### config.mk
export PLATFORM = sky130hd
export DESIGN_NAME = latch_edge_monitor
export DESIGN_NICKNAME = d
export VERILOG_FILES = /design/src/rtl/latch_edge_monitor.sv
export SDC_FILE = /design/constraint.sdc
export NUM_CORES = 1
export LEC_CHECK = 0
export ABC_AREA = 1
export BUFFER_PORTS_ARGS = -buffer_cell sky130_fd_sc_hd__buf_2
export CORE_ASPECT_RATIO = 1.5
export CORE_MARGIN = 2
export CORE_UTILIZATION = 26
export DETAILED_ROUTE_END_ITERATION = 6
export GPL_TIMING_DRIVEN = 0
export MAX_ROUTING_LAYER = met4
export PLACE_DENSITY = 0.45
export RECOVER_POWER = 100
export SYNTH_ARGS = -nofsm -noshare
export SYNTH_HDL_FRONTEND = slang
export SYNTH_SLANG_ARGS = --single-unit
### constraint.sdc
create_clock -name clock -period 4.6 [get_ports clock]
set_clock_uncertainty 0.2 [all_clocks]
set_input_delay 0.92 -clock clock [delete_from_list [all_inputs] [get_ports clock]]
set_output_delay 0.92 -clock clock [all_outputs]
set_load 0.02 [all_outputs]
### src/rtl/latch_edge_monitor.sv
// latch_edge_monitor
//   Takes the q output of a level-sensitive latch, which is asynchronous to
//   the system clock. It synchronizes q, glitch-filters it and produces:
//     - a clean registered level;
//     - one-cycle pulses on every accepted rising and falling transition;
//     - saturating transition counters for test and diagnostics.
//
// Ports:
//   clock      in   system clock, all state updates on the rising edge
//   reset_n    in   asynchronous active-low reset (release synchronous to clock)
//   q_in       in   latch q output, asynchronous to clock
//   clear      in   synchronous clear of both counters and sat
//   q_filt     out  filtered, synchronized level of q_in
//   rise       out  one-cycle pulse on an accepted 0->1 transition
//   fall       out  one-cycle pulse on an accepted 1->0 transition
//   rise_cnt   out  count of accepted rising transitions, saturating
//   fall_cnt   out  count of accepted falling transitions, saturating
//   sat        out  sticky: a counter was all-ones when an increment arrived
//   fsm_state  out  current filter state (S_LOW/S_RISE/S_HIGH/S_FALL), debug
//
// Interface timing: q_in carries no handshake. It is only ever sampled by
// the first synchronizer flop. clear is a plain level that is sampled on
// each rising edge. All outputs are registered.
// Latency from a clean q_in change to q_filt/pulse is SYNC+FILT edges.

module latch_edge_monitor #(
  parameter int SYNC  = 2,  // synchronizer depth, >= 2
  parameter int FILT  = 3,  // cycles a new level must persist, >= 1
  parameter int CNT_W = 8   // transition counter width, >= 2
) (
  input  logic             clock,
  input  logic             reset_n,
  input  logic             q_in,
  input  logic             clear,
  output logic             q_filt,
  output logic             rise,
  output logic             fall,
  output logic [CNT_W-1:0] rise_cnt,
  output logic [CNT_W-1:0] fall_cnt,
  output logic             sat,
  output logic [1:0]       fsm_state
);

  localparam int STAB_W = $clog2(FILT + 1);
  localparam logic [STAB_W-1:0] FILT_V   = STAB_W'(FILT);
  localparam logic [STAB_W-1:0] STAB_ONE = STAB_W'(1);

  typedef enum logic [1:0] {
    S_LOW  = 2'd0,
    S_RISE = 2'd1,
    S_HIGH = 2'd2,
    S_FALL = 2'd3
  } state_t;

  // ---------------------------------------------------------------------
  // Synchronizer: q_in is sampled here and nowhere else.
  // ---------------------------------------------------------------------
  logic [SYNC-1:0] sync_q;
  logic            q_s;

  always_ff @(posedge clock or negedge reset_n) begin
    if (!reset_n) begin
      sync_q <= '0;
    end else begin
      sync_q <= {sync_q[SYNC-2:0], q_in};
    end
  end

  assign q_s = sync_q[SYNC-1];

  // ---------------------------------------------------------------------
  // Filter FSM. stab counts consecutive samples at the candidate level.
  // A qualification is accepted when the next sample would bring the
  // count to FILT. The pulse and q_filt are registered on that same edge.
  // ---------------------------------------------------------------------
  state_t            state;
  logic [STAB_W-1:0] stab;
  logic [STAB_W-1:0] stab_inc;

  assign stab_inc  = stab + STAB_ONE;
  assign fsm_state = state;

  always_ff @(posedge clock or negedge reset_n) begin
    if (!reset_n) begin
      state  <= S_LOW;
      stab   <= '0;
      q_filt <= 1'b0;
      rise   <= 1'b0;
      fall   <= 1'b0;
    end else begin
      rise <= 1'b0;
      fall <= 1'b0;
      case (state)
        S_LOW: begin
          if (q_s) begin
            if (FILT == 1) begin
              state  <= S_HIGH;
              stab   <= '0;
              q_filt <= 1'b1;
              rise   <= 1'b1;
            end else begin
              state <= S_RISE;
              stab  <= STAB_ONE;
            end
          end
        end
        S_RISE: begin
          if (!q_s) begin
            // Glitch shorter than FILT: drop it silently.
            state <= S_LOW;
            stab  <= '0;
          end else if (stab_inc == FILT_V) begin
            state  <= S_HIGH;
            stab   <= '0;
            q_filt <= 1'b1;
            rise   <= 1'b1;
          end else begin
            stab <= stab_inc;
          end
        end
        S_HIGH: begin
          if (!q_s) begin
            if (FILT == 1) begin
              state  <= S_LOW;
              stab   <= '0;
              q_filt <= 1'b0;
              fall   <= 1'b1;
            end else begin
              state <= S_FALL;
              stab  <= STAB_ONE;
            end
          end
        end
        S_FALL: begin
          if (q_s) begin
            state <= S_HIGH;
            stab  <= '0;
          end else if (stab_inc == FILT_V) begin
            state  <= S_LOW;
            stab   <= '0;
            q_filt <= 1'b0;
            fall   <= 1'b1;
          end else begin
            stab <= stab_inc;
          end
        end
        default: begin
          state <= S_LOW;
          stab  <= '0;
        end
      endcase
    end
  end

  // ---------------------------------------------------------------------
  // Transition counters. They increment the cycle after a pulse.
  // clear takes priority, but a pulse that is due in the same cycle still
  // counts, so that event is not lost (the counter becomes 1 and sat is 0).
  // ---------------------------------------------------------------------
  always_ff @(posedge clock or negedge reset_n) begin
    if (!reset_n) begin
      rise_cnt <= '0;
      fall_cnt <= '0;
      sat      <= 1'b0;
    end else if (clear) begin
      rise_cnt <= {{(CNT_W-1){1'b0}}, rise};
      fall_cnt <= {{(CNT_W-1){1'b0}}, fall};
      sat      <= 1'b0;
    end else begin
      if (rise) begin
        if (&rise_cnt) sat <= 1'b1;
        else           rise_cnt <= rise_cnt + 1'b1;
      end
      if (fall) begin
        if (&fall_cnt) sat <= 1'b1;
        else           fall_cnt <= fall_cnt + 1'b1;
      end
    end
  end

endmodule

# Word-level counts from Yosys, hierarchy flattened
# Index checks and enable logic that the tools add are counted.
[totals] regBits=26 latch_bits=0 ramBits=0 mem_bits_ro=0 inputBits=4 out_inout_bits=22 word_cells=70 memories=0
[classes] n_addsub=3 mul=0 n_div=0 order_cmp=0 n_eq_ne=14 shifts=0 n_mux=33 n_bitwise=0 reduce_logical=11
[ops] cell="8-bit two-way mux" count=6
[ops] cell="2-bit two-way mux" count=10
[ops] cell="8-bit by 1-bit adder with 8-bit output (second input constant)" count=2
[ops] cell="2-bit != test (second input constant)" count=8
[ops] cell="2-bit case mux with 4 select lines" count=2
[ops] cell="8-bit AND reduction" count=2
[ops] cell="1-bit two-way mux" count=14
[ops] cell="2-bit equality test (second input constant)" count=3
[ops] cell="3-bit != test (second input constant)" count=2
[ops] cell="2-bit AND reduction" count=3
[ops] cell="2-bit nonzero test" count=3
[ops] cell="5-bit AND reduction" count=1
[ops] cell="4-bit AND reduction" count=1
[ops] cell="2-bit by 1-bit adder with 2-bit output (second input constant)" count=1
[ops] cell="2-bit by 1-bit equality test with 1-bit output (second input constant)" count=1
[ops] cell="2-bit logical NOT" count=1
[ops] cell="1-bit case mux with 2 select lines" count=1

# Depth between registers and ports, before layout
# Gate-level depths: netlist of run 1.
[depth] word_depth=6 ltp_mapped=8 mapped_depth_nobuf=8

# Worst setup path before layout of run 1
# OpenSTA, ideal clock, no wires.
[synth_path] path_type="input-to-reg" startpoint="in clear" endpoint="reg rise_cnt[4]" setup_time_ns=0.074 arrival_time_ns=1.468 required_ns=4.326 path_slack_ns=2.858 stages=6 path_buffers=1 path_cell_list="inv_2 nand3_2 o21ai_4 buf_8 nand2_1 o21ai_2"
[synth_between] elab_chain_len=2 word_cells_on_any_way=4 classes_between="eq/ne (1); mux (1); reduce/logical (2)"
[synth_lines] item="start: declaration" line="34" rtl="input logic clear,"
[synth_lines] item="2-bit != test (no source line) / 2-bit nonzero test (equally long branches)"
[synth_lines] item="2-bit AND reduction (no source line)"
[synth_lines] item="end signal: assignment" line="166" rtl="rise_cnt <= {{(CNT_W-1){1'b0}}, rise};"
[synth_lines] item="end signal: assignment" line="172" rtl="else rise_cnt <= rise_cnt + 1'b1;"
[synth_lines] item="end: declaration" line="38" rtl="output logic [CNT_W-1:0] rise_cnt,"
# Parallel ways exist; a longest one is shown, timed or not.
# A chain may end at the register's enable or synchronous reset.

# Final worst setup path of run 1
[layout_path] startpoint="in clear" endpoint="reg rise_cnt[6]"
# Same word-level chain as after synthesis.

==> flow_summary.toml, run 1 <==
[cts]
clockRootBuffer = "clkbuf_8"
cts_tree = "built"
hold_buffers = 0
cts-buffers-inserted = 3
clock_sink_count = 26
clk_pin_slew_ps = 100
clk_path_buf_depth = 2
post_cts_resized = 0
clk_latency_ps = 280
post_cts_buffers = 0
htree_levels = 1

[finish]
finish.utilization_pct = 31.1
finalNonFillerCells = 278
area_growth_pct = 14.9
diodes = 0
final_cell_area_um2 = 1610
drive_gt1_share_pct = 4.76
nets = 217

[die]
pin_count = 26
row_count = 32
initial_utilization_pct = 27.1
dieArea_um2 = 5990
die_h_um = 93.8
core_um2 = 5160
fp.dieW_um = 63.9

[power]
p_clk_share_pct = 33.4
p_comb_share_pct = 18.5
powerDensity_nw_per_um2 = 364
p_seq_share_pct = 48.1
internal_power_uw = 403
switching_share_pct = 31.0
p_sw_uw = 181
p_total_uw = 584
leakage_uw = 0.000722
vdd_drop_max_uv = 118

[timing]
setup_violations = 0
drv_slew = 0
finalSetupTns_ps = 0
fin_crit_sh_pct = 50.2
tightest_slew_ps = 1430
rsz0062_at_grt = "false"
min_period_ps = 2310
slew-limit-headroom_pct = 4.49
max_freq_mhz = 433
hold_viol = 0

[detailed_routing]
drt-total-wl_mm = 3.26
dr.pass1.iters = 4
num_vias = 1202
drc_errors = 0
ant_nets = 0
avgViaCountPerCell = 4.32
wl_per_cell_um = 11.7
drt-initial-drc-count = 58

[logic_synthesis]
dominantRegCellSynth = "dfrtp_1"
synth_nets = 187
yosysMostFrequentCell = "nand2_1"
synthTopCellsByArea = "dfrtp_1 (47%), nand2_1 (16%), nand3_1 (7.2%)"
ys_seq_area_share_pct = 46.6
synth_top_area_share_pct = 46.6
synth_edf_count = 0
synth-async-reset-ratio_pct = 100
synth.largest_area_cell = "dfrtp_1"
syn_area_per_cell_um2 = 7.72
ys_ff_latch = 26
ys_top_cells_by_count = "nand2_1 (58), dfrtp_1 (26), inv_1 (21)"
synthDistinctLibCells = 20
syn_inst = 181
yosys_warnings = 0
syn-cell-area_um2 = 1400

[run]
cap_violations = 0

[worst_setup_path]
arrival_ps = 2250
rrSetupSlack_ps = 2390
path_depth = 7
crit_type = "in -> reg"
worst_r2r_startpoint = "rise_cnt[0]$_DFFE_PN0P_"
cp_slowest_cell = "clkbuf_1"
reg2reg_depth = 7
worstPathMaxFanout = 10
cp_cell_sequence = "clkbuf_1 -> inv_1 -> nand3_1 -> o21ai_0 -> clkbuf_1 -> nand2_1 -> o21ai_0"
r2r-end = "rise_cnt[3]$_DFFE_PN0P_"
crit_buf_inv = 3
setup.worst_path.start = "clear"
critPathRequiredTime_ps = 4540
start_kind = "input port"
cp_slowest_stage_delay_ps = 320
path_delay_family = "buffers and inverters"
end_kind = "register"
crit_end = "rise_cnt[6]$_DFFE_PN0P_"

[global_route]
gr-usage-all-layers_pct = 12.1
grt_pass1_wl_mm = 5.46
grt_start_max_net_pins = 27
grt.overflow.total = 0
grt_pass1_vias = 1183
antenna_found_initial = 0

[place]
gp_congestion = 0.772
portBuffers = 25
hpwl_mm = 2.40
place_inst = 274
dpl_cell_area_um2 = 1610

[worst_hold_path]
hp-class = "reg -> reg"
min_delay_path_depth = 0

[outcome]
outcome = "finished clean"
[cell families (layout without fill, tap and decap cells)]
group           count (synthesis)  in the layout  synth area share, %
simple gates                  103            103                 31.3
fa+ha+maj                       2              2                 1.79
xor+xnor                        3              3                 1.88
flops                          26             26                 46.6
compound gates                 23             23                 11.1
buf+inv                        24             53                 7.34
[flip-flops by register name, summed over array words and instances, names as in the netlist, named ones only]
signal,count
fall,1
fall_cnt,8
fsm_state,1
q_filt,1
rise,1
rise_cnt,8
sat,1
stab,2
sync_q,2
[layout make-up]
type,count,area (µm²)
sequential,26,651
multi-input combinational,131,613
timing repair buffer,25,95.1
clock buffer,3,41.3
buffer,2,7.51
clock inverter,1,30.0
fill,571,3560
tap,68,85.1
inverter,22,82.6
[worst min path at each step]
stage / from / end / slack, ps
after floorplan: sync_q[0]$_DFF_PN0_ / sync_q[1]$_DFF_PN0_ / 130
after global placement: sync_q[0]$_DFF_PN0_ / sync_q[1]$_DFF_PN0_ / 140
after detailed placement: sync_q[0]$_DFF_PN0_ / sync_q[1]$_DFF_PN0_ / 140
after CTS: sync_q[0]$_DFF_PN0_ / sync_q[1]$_DFF_PN0_ / 160
after global routing: sync_q[0]$_DFF_PN0_ / sync_q[1]$_DFF_PN0_ / 180
final: sync_q[0]$_DFF_PN0_ / sync_q[1]$_DFF_PN0_ / 160
[metrics by stage]
step                hold slack (ps)  setup WS [ps]
finish                          159           2290
global route                    182           2110
CTS                             164           2480
detailed placement              139           2550
global placement                135           2550
floorplan                       131           2860
[power groups by stage]
stage	registers, µW	clock network [µW]	logic (µW)
after floorplan	304	0	58.4
after global placement	287	0	121
after detailed placement	287	0	121
after CTS	282	202	122
after global routing	287	212	125
final	281	195	108
[layout by cell type, fill, tap and decap left out]
cell type	n
buf_2	1
bufinv_16	1
clkbuf_1	26
clkbuf_8	3
dfrtp_1	26
ha_1	2
inv_1	22
nand2_1	58
nand2_2	1
nand3_1	21
nor2_1	20
nor2_4	2
o211ai_1	2
o21ai_0	17
o21ai_1	1
o21ai_2	1
o21bai_1	2
or2_2	1
xor2_1	3
[routing by layer]
| metal | vias to the layer above | share of wire, % | global-route usage [%] |
|---|---|---|---|
| met5 | - | 0 | - |
| met4 | 0 | 2.1 | 6.52 |
| met3 | 6 | 2.3 | 1.80 |
| met2 | 16 | 51 | 20.2 |
| met1 | 550 | 44 | 13.9 |
| li1 | 630 | - | - |
Note: power is estimated with default switching activity, not from simulation.
==> run 2, diff against run 1 <==
--- a/config.mk
+++ b/config.mk
@@ -5,7 +5,7 @@
 export SDC_FILE = /design/constraint.sdc
 export NUM_CORES = 1
 export LEC_CHECK = 0
-export ABC_AREA = 1
+export ABC_AREA = 0
 export BUFFER_PORTS_ARGS = -buffer_cell sky130_fd_sc_hd__buf_2
 export CORE_ASPECT_RATIO = 1.5
 export CORE_MARGIN = 2
@@ -13,7 +13,7 @@
 export DETAILED_ROUTE_END_ITERATION = 6
 export GPL_TIMING_DRIVEN = 0
 export MAX_ROUTING_LAYER = met4
-export PLACE_DENSITY = 0.45
+export PLACE_DENSITY = 0.46
 export RECOVER_POWER = 100
 export SYNTH_ARGS = -nofsm -noshare
 export SYNTH_HDL_FRONTEND = slang
==> constraint.sdc (replaced) <==
create_clock -name clock -period 2.3 [get_ports clock]
set_clock_uncertainty 0.2 [all_clocks]
set_input_delay 0.46 -clock clock [delete_from_list [all_inputs] [get_ports clock]]
set_output_delay 0.46 -clock clock [all_outputs]
set_load 0.02 [all_outputs]
==> run 2 against run 1 <==
Clock power up 93%. Die area down 11%. Non-clock buffer count down 1. Final cell count down 24%. Largest power group unchanged. Via count down 16%.
==> flow_summary.toml, run 2 <==
[logic_synthesis]
syn_area_per_cell_um2 = 10.4
synthDistinctLibCells = 33
muxShareOfSynthArea_pct = 3.36
yosysMostFrequentCell = "dfrtp_1"
ys_top_cells_by_count = "dfrtp_1 (26), nor2_1 (12), nand2_1 (8)"
dominantRegCellSynth = "dfrtp_1"
yosys.area_share.adder_pct = 2.04
ys_seq_area_share_pct = 53.0
synth-simple-area-share_pct = 22.5
synth_edf_count = 0
synth_nets = 124
syn_inst = 118
synthTopCellsByArea = "dfrtp_1 (53%), nor2_1 (3.7%), o31ai_1 (3.7%)"
synth_top_family_by_area = "simple AND/OR/NAND/NOR gates"
synth-async-reset-ratio_pct = 100
ys_ff_latch = 26
yosys_warnings = 0
syn-cell-area_um2 = 1230
synth.largest_area_cell = "dfrtp_1"
synth_compound_area_share_pct = 13.8
synth_xor_area_share_pct = 2.85
synth_top_area_share_pct = 53.0

[die]
initial_utilization_pct = 27.1
dieArea_um2 = 5300
row_count = 30
core_um2 = 4540
pin_count = 26
fp.dieW_um = 60.1
die_h_um = 88.2

[worst_setup_path]
arrival_ps = 1960
start_kind = "register"
reg2reg_depth = 5
critPathRequiredTime_ps = 2290
r2r-end = "fall_cnt[5]$_DFFE_PN0P_"
end_kind = "register"
crit_end = "fall_cnt[5]$_DFFE_PN0P_"
setup.worst_path.start = "fall_cnt[0]$_DFFE_PN0P_"
rrSetupSlack_ps = 330
worst_r2r_startpoint = "fall_cnt[0]$_DFFE_PN0P_"
crit_type = "reg -> reg"
worstPathMaxFanout = 7

[cts]
clock_sink_count = 26
clockRootBuffer = "clkbuf_8"
cts-buffers-inserted = 3
hold_buffers = 0
htree_levels = 1
clk_path_buf_depth = 2
clk_pin_slew_ps = 90
clk_latency_ps = 270
cts_tree = "built"
post_cts_resized = 0
post_cts_buffers = 0

[finish]
diodes = 0
mostFrequentLayoutCell = "dfrtp_1"
multiInputGateArea_um2 = 548
nets = 153
finish.utilization_pct = 32.4
top_regs = "fall_cnt: 8 flops, rise_cnt: 8 flops"
drive_gt1_share_pct = 6.85
area_growth_pct = 19.8
seqCellArea_um2 = 651
n_fill_cell = 485
mostFrequentLayoutCells = "dfrtp_1 (26), clkbuf_1 (25), nor2_1 (12)"

[power]
leakage_uw = 0.000588
vdd_drop_max_uv = 435
powerDensity_nw_per_um2 = 763

[detailed_routing]
avgViaCountPerCell = 4.80
ant_nets = 0
wl_per_cell_um = 12.9
drt-initial-drc-count = 36
dr.pass1.iters = 5
drc_errors = 0
num_vias = 1009
drt-total-wl_mm = 2.70

[global_route]
grt_start_max_net_pins = 27
grt.overflow.total = 0
grt_pass1_vias = 1027
antenna_found_initial = 0
gr-usage-all-layers_pct = 11.4
grt_pass1_wl_mm = 4.53

[outcome]
outcome = "finished clean"

[timing]
drv_slew = 0
rsz0062_at_grt = "false"
min_period_ps = 1970
tightest_slew_ps = 1400
fin_crit_sh_pct = 85.5
hold_viol = 0
slew-limit-headroom_pct = 6.70
setup_violations = 0
finalSetupTns_ps = 0
max_freq_mhz = 508

[place]
hpwl_mm = 1.95
portBuffers = 24
gp_congestion = 0.849

[worst_hold_path]
hp-class = "in -> reg"

[run]
cap_violations = 0
run 2: cell count changes after synthesis, moves of 6 or more:
cell     before  now
inv_1        21    6
a21oi_1       0    6
o31ai_1       0    6
nand3_1      20    5
nor2_1       20   12
nand2_1      58    8
o21ai_0      11    3
run 2: final cells by class:
cell class / instances / share of cell area [%]
multi-input cells: 84 / 37.2
inverters: 6 / 1.53
plain buffers: 2 / 0.510
flip-flops and latches: 26 / 44.2
repair buffers: 24 / 6.21
clock buffers: 3 / 2.81
well taps: 64 / 5.44
clock inverters: 1 / 2.04
run 2: logic make-up (layout without fill, tap and decap cells):
kind of cell | Yosys count | in the layout
XOR/XNOR | 4 | 4
buffers and inverters | 8 | 36
AND/OR/NAND/NOR | 48 | 48
adder cells (fa/ha/maj) | 2 | 2
flip-flops | 26 | 26
AO/OA/AOI/OAI | 26 | 26
multiplexers | 4 | 4
run 2: where the power goes:
part | leakage, µW | switching [µW] | internal (µW)
clock network | 0.0000357 | 144 | 233
registers | 0.000350 | 57.5 | 509
logic | 0.000203 | 113 | 66.5
run 2: critical path, stage by stage, from the launching register on:
cell	delay, ps
dfrtp_1	470
ha_1	260
nand3_1	170
o21ai_2	120
or4_1	520
a21oi_1	150
run 2: stage by stage:
step / hold slack (ps) / setup slack [ps] / std cells / total power [µW] / area [µm²]
2_1_floorplan: -35.6 / 404 / 118 / 693 / 1230
4_1_cts: 6.24 / 316 / 210 / 1150 / 1500
3_3_place_gp: 134 / 370 / 206 / 756 / 1430
5_1_grt: 87.8 / 221 / 210 / 1180 / 1470
3_5_place_dp: 136 / 337 / 206 / 767 / 1430
6_report: 91.4 / 332 / 210 / 1120 / 1470
run 2: worst min-delay path by stage:
| stage | from | endpoint | depth (start not counted) |
|---|---|---|---|
| after floorplan | reset_n | asynchronous set/reset pin | 0 |
| after global placement | sync_q[0]$_DFF_PN0_ | sync_q[1]$_DFF_PN0_ | 0 |
| after detailed placement | sync_q[0]$_DFF_PN0_ | sync_q[1]$_DFF_PN0_ | 0 |
| after CTS | reset_n | fall_cnt[4]$_DFFE_PN0P_ | 1 |
| after global routing | q_in | sync_q[0]$_DFF_PN0_ | 1 |
| final | q_in | sync_q[0]$_DFF_PN0_ | 1 |
run 2: layer usage:
layer / track usage, % / part of all wire (%) / up-vias
met5: - / 0 / -
met4: 5.25 / 1.0 / 0
met2: 18.3 / 50 / 25
li1: - / - / 490
met3: 2.22 / 4.2 / 2
met1: 13.6 / 45 / 492
